**src/rtl/pc_gen.sv**
```systemverilog
// Program-counter generator for the fetch stage: reset vector, valid/ready fetch
// handshake, trap/jump/branch redirect, misaligned-target halt. Option: PC_RVC_EN.
module pc_gen #(
  parameter int              XLEN      = 32,
  parameter logic [XLEN-1:0] RESET_VEC = '0
) (
  input  logic            clk,
  input  logic            reset,
  input  logic            pc_ready,
  input  logic            branch_taken,
  input  logic [XLEN-1:0] branch_tgt,
  input  logic            jump,
  input  logic [XLEN-1:0] jump_tgt,
  input  logic            trap,
  input  logic [XLEN-1:0] trap_tgt,
`ifdef PC_RVC_EN
  input  logic            inst_16,
`endif
  output logic [XLEN-1:0] pc,
  output logic            pc_valid,
  output logic            flush,
  output logic            misalign,
  output logic [XLEN-1:0] bad_addr
);

  // state | meaning
  // BOOT  | one-cycle bubble after reset, pc_valid low
  // RUN   | fetching; redirects and increments applied
  // HALT  | misaligned target rejected; only a trap restarts fetch
  typedef enum logic [1:0] {BOOT, RUN, HALT} state_t;

`ifdef PC_RVC_EN
  localparam logic [XLEN-1:0] ALIGN_MASK = ~(XLEN'(1));
`else
  localparam logic [XLEN-1:0] ALIGN_MASK = ~(XLEN'(3));
`endif

  state_t          state, state_n;
  logic [XLEN-1:0] pc_n, bad_n, step, redir_tgt;
  logic            valid_n, flush_n, mis_n, redir, redir_bad;

`ifdef PC_RVC_EN
  assign step = inst_16 ? XLEN'(2) : XLEN'(4);
`else
  assign step = XLEN'(4);
`endif

  assign redir     = jump | branch_taken;
  assign redir_tgt = jump ? jump_tgt : branch_tgt;
  assign redir_bad = |(redir_tgt & ~ALIGN_MASK);

  always_comb begin
    state_n = state;
    pc_n    = pc;
    valid_n = pc_valid;
    flush_n = 1'b0;
    mis_n   = 1'b0;
    bad_n   = bad_addr;
    case (state)
      BOOT: begin
        state_n = RUN;
        valid_n = 1'b1;
        if (trap) begin
          pc_n    = trap_tgt & ALIGN_MASK;
          flush_n = 1'b1;
        end
      end
      RUN: begin
        if (trap) begin
          pc_n    = trap_tgt & ALIGN_MASK;
          flush_n = 1'b1;
        end else if (redir && redir_bad) begin
          valid_n = 1'b0;
          mis_n   = 1'b1;
          bad_n   = redir_tgt;
          state_n = HALT;
        end else if (redir) begin
          pc_n    = redir_tgt;
          flush_n = 1'b1;
        end else if (pc_valid && pc_ready) begin
          pc_n = pc + step;
        end
      end
      HALT: begin
        valid_n = 1'b0;
        if (trap) begin
          pc_n    = trap_tgt & ALIGN_MASK;
          flush_n = 1'b1;
          valid_n = 1'b1;
          state_n = RUN;
        end
      end
      default: begin
        state_n = BOOT;
        pc_n    = RESET_VEC;
        valid_n = 1'b0;
      end
    endcase
  end

  always_ff @(posedge clk or negedge reset) begin
    if (!reset) begin
      state    <= BOOT;
      pc       <= RESET_VEC;
      pc_valid <= 1'b0;
      flush    <= 1'b0;
      misalign <= 1'b0;
      bad_addr <= '0;
    end else begin
      state    <= state_n;
      pc       <= pc_n;
      pc_valid <= valid_n;
      flush    <= flush_n;
      misalign <= mis_n;
      bad_addr <= bad_n;
    end
  end

endmodule

```
**config.mk**
```make
export PLATFORM = sky130hd
export DESIGN_NAME = pc_gen
export DESIGN_NICKNAME = d
export VERILOG_FILES = /design/src/rtl/pc_gen.sv
export SDC_FILE = /design/constraint.sdc
export NUM_CORES = 1
export LEC_CHECK = 0
export BUFFER_PORTS_ARGS = -buffer_cell sky130_fd_sc_hd__buf_2
export CAP_MARGIN = 25
export CORE_ASPECT_RATIO = 0.8
export CORE_MARGIN = 3
export CORE_UTILIZATION = 30
export CTS_CLUSTER_DIAMETER = 200
export DETAILED_ROUTE_END_ITERATION = 7
export GPL_TIMING_DRIVEN = 0
export PLACE_DENSITY = 0.62
export RECOVER_POWER = 100
export SYNTH_ARGS = -nofsm -noshare
export SYNTH_HDL_FRONTEND = slang
export SYNTH_SLANG_ARGS = --single-unit
export TNS_END_PERCENT = 1
```
**constraint.sdc**
```tcl
create_clock -name clk -period 2.56 [get_ports clk]
set_input_delay 0.512 -clock clk [delete_from_list [all_inputs] [get_ports clk]]
set_output_delay 0.512 -clock clk [all_outputs]
set_load 0.1 [all_outputs]
```
# --- After elaboration in Yosys (flattened, before gate mapping) ---
# Cells that the tools add are included.
word_totals:
  mem_count: 0
  ramBits: 0
  out_inout_bits: 67
  regBits: 69
  latch_bits: 0
  inputBits: 102
  elab_cells: 48
  mem_bits_ro: 0
op_classes:
  n_mux: 22
  mul: 0
  n_bitwise: 2
  n_addsub: 1
  n_eq_ne: 8
  n_reduce_logical: 9
  order_cmp: 0
  div: 0
  shift: 0
op_table:
  columns: ["operator", "count"]
  rows:
  - ["two-way mux 32 bit", 6]
  - ["case mux 32 bit (2 select lines)", 1]
  - ["adder 32 x 3 -> 32 bit, second input constant", 1]
  - ["two-way mux 1 bit", 9]
  - ["AND reduction 3 bit", 3]
  - ["two-way mux 2 bit", 3]
  - ["inequality test 2 bit, second input constant", 3]
  - ["case mux 2 bit (3 select lines)", 1]
  - ["inequality test 4 bit, second input constant", 1]
  - ["OR reduction 2 bit", 2]
  - ["inequality test 3 bit, second input constant", 1]
  - ["case mux 1 bit (3 select lines)", 1]
  - ["equality test 2 x 1 -> 1 bit, second input constant", 1]
  - ["equality test 2 bit, second input constant", 1]
  - ["logical AND 1 bit", 2]
  - ["zero test 2 bit", 1]
  - ["inequality test 2 x 1 -> 1 bit, second input constant", 1]
  - ["case mux 1 bit (2 select lines)", 1]
  - ["AND reduction 2 bit", 1]
  - ["NOT 1 bit", 1]
  - ["bitwise OR 1 bit", 1]

# --- Longest topological paths before layout ---
logic_depth:
  word_depth: 6
  mapped_depth: 9
  mapped_depth_nobuf: 6

# --- Worst setup path before layout ---
# No wires, ideal clock.
synth_timing:
  kind: "register to register"
  from: "register pc[10]"
  to: "register pc[23]"
  setup_time_ns: 0.126
  arrival_ns: 2.678
  stages_incl_launch_ff: 8
  slack_ns: -0.244
  period_less_slack_ns: 2.804
  required_ns: 2.434
  path_cell_list: "dfrtp_1 -> buf_4 -> nand4_2 -> or4_4 -> buf_6 -> o311ai_2 -> nand3_1 -> a221o_1"
synth_between:
  elab_chain_cells: 6
synth_lines:
  columns: ["element", "line", "rtl"]
  rows:
  - ["start: declaration", "19", "output logic [XLEN-1:0] pc,"]
  - ["start signal: assignment", "111", "pc <= pc_n;"]
  - ["adder 32 x 3 -> 32 bit", "81", "pc_n = pc + step;"]
  - ["two-way mux 32 bit", "80", "end else if (pc_valid && pc_ready) begin"]
  - ["two-way mux 32 bit", "77", "end else if (redir) begin"]
  - ["two-way mux 32 bit", "72", "end else if (redir && redir_bad) begin"]
  - ["two-way mux 32 bit", "69", "if (trap) begin"]
  - ["case mux 32 bit (2 select lines)", "59", "case (state)"]
# No other way between the ends. The select of a mux whose other input is x is not followed.
# A chain may end at the register's enable or synchronous reset.

# --- Worst setup path in the final report ---
layout_timing:
  from: "input port branch_taken"
  to: "register pc[19]"
layout_between:
  elab_chain_cells: 5
layout_lines:
  columns: ["element", "line", "rtl"]
  rows:
  - ["start: declaration", "10", "input logic branch_taken,"]
  - ["bitwise OR 1 bit (*)", "48", "assign redir = jump | branch_taken;"]
  - ["two-way mux 32 bit", "77", null]
  - ["two-way mux 32 bit", "72", null]
  - ["two-way mux 32 bit", "69", null]
  - ["case mux 32 bit (2 select lines)", "59", null]
# Every way passes the cells marked *; elsewhere a longest branch is shown, timed or not. The select of a mux whose other input is x is not followed.

==> metrics <==
CP Depth=7; grt ovf=0; DP HPWL=14.4 mm; CTS HTree Levels=3; crit path time final=2.44 ns; Peak Freq=409 MHz; top cell family by delay on the critical path=buffers and inverters; Critical Path Fanout Max=10; number of flops mapped to enable cells by yosys=0; Routed WL=18.9 mm; count of unique library cells instantiated by Yosys=63; clk root buf=clkbuf_16; WS Path Type=input pin to flop; Pre-antenna DRT Iters=5; share of cells above drive strength 1=0.214; synthesized area per cell=8.53 um^2; CP required=2.82 ns; sequential share of the synthesized area=0.386; Rel. slew slack=0.178; worst r2r src=pc[2]; area grow syn2layout=30.1%; ys async rst share=1.00; period utilization=0.954; Critical R2R Capture=pc[28]; actual slew at the worst max-slew pin=1.24 ns; hold_ws=0.380 ns; latest clock arrival within the worst-skew pair=0.35 ns; Reg2Reg Depth=7; Setup WS post-layout=0.117 ns; most common cell after layout, fill and taps aside=buf_2; vias per cell=5.72; Power Dens Cells=1460 mW/mm^2; first-pass GRT wire length=28.4 mm; Area contributors post-synth=dfrtp_1, mux2i_1, a21oi_1, nor2_1, o21ai_0; worst path buffer plus inverter count=3; final setup fails=0; worst min path class=input pin to asynchronous set/reset pin; post-synth top area cell=dfrtp_1; RSZ-0062 raised after global routing=true; vias in the first global route=4,847; Synth Warn #=0; post-synth top area share=0.386; clock skew=0.00535 ns; Worst Path Arrival=2.70 ns; floorplan core area=0.0144 mm^2; CTS Buf Count=9; fillers=1,531; clock tree buffer depth=2; CTS tree=yes; VDD IR max=0.000767 V; clock sinks=69; DRC=0; DR vias=5,094; die area=0.0164 mm^2; Leak=2.42 nW; Final GP Congestion=0.893; num rows=39; syn_nets=627; ys flop type=dfrtp_1; pin count of the biggest net entering global routing=53; max-slew violation count=0; Critical Path, Cell by Cell=buf_2, buf_2, nor2b_1, clkbuf_1, a221oi_1, and3_1, o21ai_0; die height=115 um; I/O pins=169; PortBufs=165; Critical Path Slowest Stage Cell=nor2b_1; largest stage delay on the critical path=0.62 ns; Avg WL per Cell=21.3 um; Reg2Reg Setup Slack=0.14 ns; DR iter-0 viols=324; initial core utilization=0.310; Hold Vio Cnt, Final=0; Reg clk slew, reported paths=0.06 ns; CP startpoint kind=input pin; Netlist Area Pre-Place=0.00447 mm^2; width of the die=142 um; post-route setup TNS=0 ns; Maximum Capacitance Violations=0; overall routing resource usage=0.227; Mapped Cells=524; most used cell, CP=buf_2; register bit count reported by yosys=69; most frequent cells in the layout=buf_2, clkbuf_1, a21oi_1; status=finished clean; Routed Antenna Nets=0; critical path endpoint category=flop; initial antenna violation count=3; nets@finish=804; post-place setup slack=-0.255 ns
per-layer routing:
| layer | GRT usage | routed length [um] |
|---|---|---|
| met5 | 0 | 21 |
| met4 | 0.0640 | 346 |
| met3 | 0.0657 | 2060 |
| met2 | 0.338 | 8340 |
| met1 | 0.321 | 8160 |
registers in the layout (all words and copies together) (netlist names):
signal	count
bad_addr	32
flush	1
misalign	1
pc	32
pc_valid	1
state	2
worst reg2reg max path, stage by stage, from the launching register on:
cell and delay (ns):
dfrtp_2 0.43, ha_1 0.23, nand3_1 0.20, or4_4 0.57, buf_2 0.21, o31a_1 0.28
o21ai_0 0.25, a31oi_1 0.13
cell usage after synthesis, drive strengths merged (2+ instances only):
| cell | number |
|---|---|
| o21bai | 2 |
| xor2 | 5 |
| o221ai | 2 |
| buf | 18 |
| and4 | 2 |
| o31a | 4 |
| nor3b | 2 |
| o22ai | 4 |
| o21a | 3 |
| nor2b | 7 |
| a31oi | 13 |
| and2 | 2 |
| o31ai | 2 |
| a221o | 6 |
| nand2b | 7 |
| or4 | 4 |
| o311ai | 3 |
| a31o | 2 |
| mux2i | 39 |
| nand4 | 8 |
| nor3 | 17 |
| a21o | 2 |
| or2 | 2 |
| o211ai | 5 |
| and3 | 5 |
| xnor2 | 5 |
| nand2 | 27 |
| nor2 | 61 |
| clkbuf | 19 |
| a211o | 3 |
| or4b | 2 |
| a211oi | 4 |
| inv | 11 |
| or3 | 4 |
| o21ai | 38 |
| dfrtp | 69 |
| nand3 | 13 |
| a41o | 2 |
| a21oi | 67 |
| a311o | 2 |
| nor4 | 7 |
| a221oi | 10 |
| a22oi | 6 |
through the flow:
| step | std cells | cell area, um^2 | power, mW | util |
|---|---|---|---|---|
| finish | 891 | 5820 | 8.51 | 0.403 |
| global route | 891 | 5820 | 8.84 | 0.403 |
| CTS | 890 | 5900 | 8.61 | 0.408 |
| detailed placement | 874 | 5570 | 7.20 | 0.386 |
| global placement | 873 | 5540 | 7.16 | 0.384 |
| floorplan | 524 | 4490 | 6.13 | - |
worst max path at each step:
stage                      start      endpoint  slack (ns)
detailed placement          trap  bad_addr[10]       -0.26
floorplan                 pc[10]        pc[23]        0.07
CTS                     state[1]  bad_addr[10]        0.04
finish              branch_taken        pc[19]        0.12
global route            state[1]   bad_addr[9]     -0.0009
global placement            trap  bad_addr[20]       -0.22
cells by family after synthesis:
family	Yosys count	synth area share
AO/OA/AOI/OAI	184	0.261
XOR/XNOR	10	0.0196
adder cells (fa/ha/maj)	1	0.00280
buffers and inverters	48	0.0456
flip-flops	69	0.386
multiplexers	39	0.0873
AND/OR/NAND/NOR	173	0.197
final cells by class:
type / count / area [um^2] / share of cell area
diodes: 1 / 2.50 / 0.000430
plain buffers: 36 / 159 / 0.0273
clock buffers: 9 / 225 / 0.0387
clock inverters: 7 / 98.8 / 0.0170
inverters: 11 / 41.3 / 0.00710
multi-input cells: 407 / 2540 / 0.437
flip-flops and latches: 69 / 1740 / 0.300
well taps: 184 / 230 / 0.0396
repair buffers: 167 / 774 / 0.133
report_power, final:
part | leakage, nW | switching (mW) | internal (mW)
combinational | 1.48 | 4.30 | 0.758
sequential | 0.788 | 0.496 | 1.54
clock | 0.156 | 0.557 | 0.859
what timing repair did:
action | 4_1_cts | 5_1_grt
setup buffers | 0 | 0
gates resized for setup | 0 | 2
hold buffers | 0 | 0
setup endpoints to repair | 0 | 34
(Power assumes the default switching activity.)
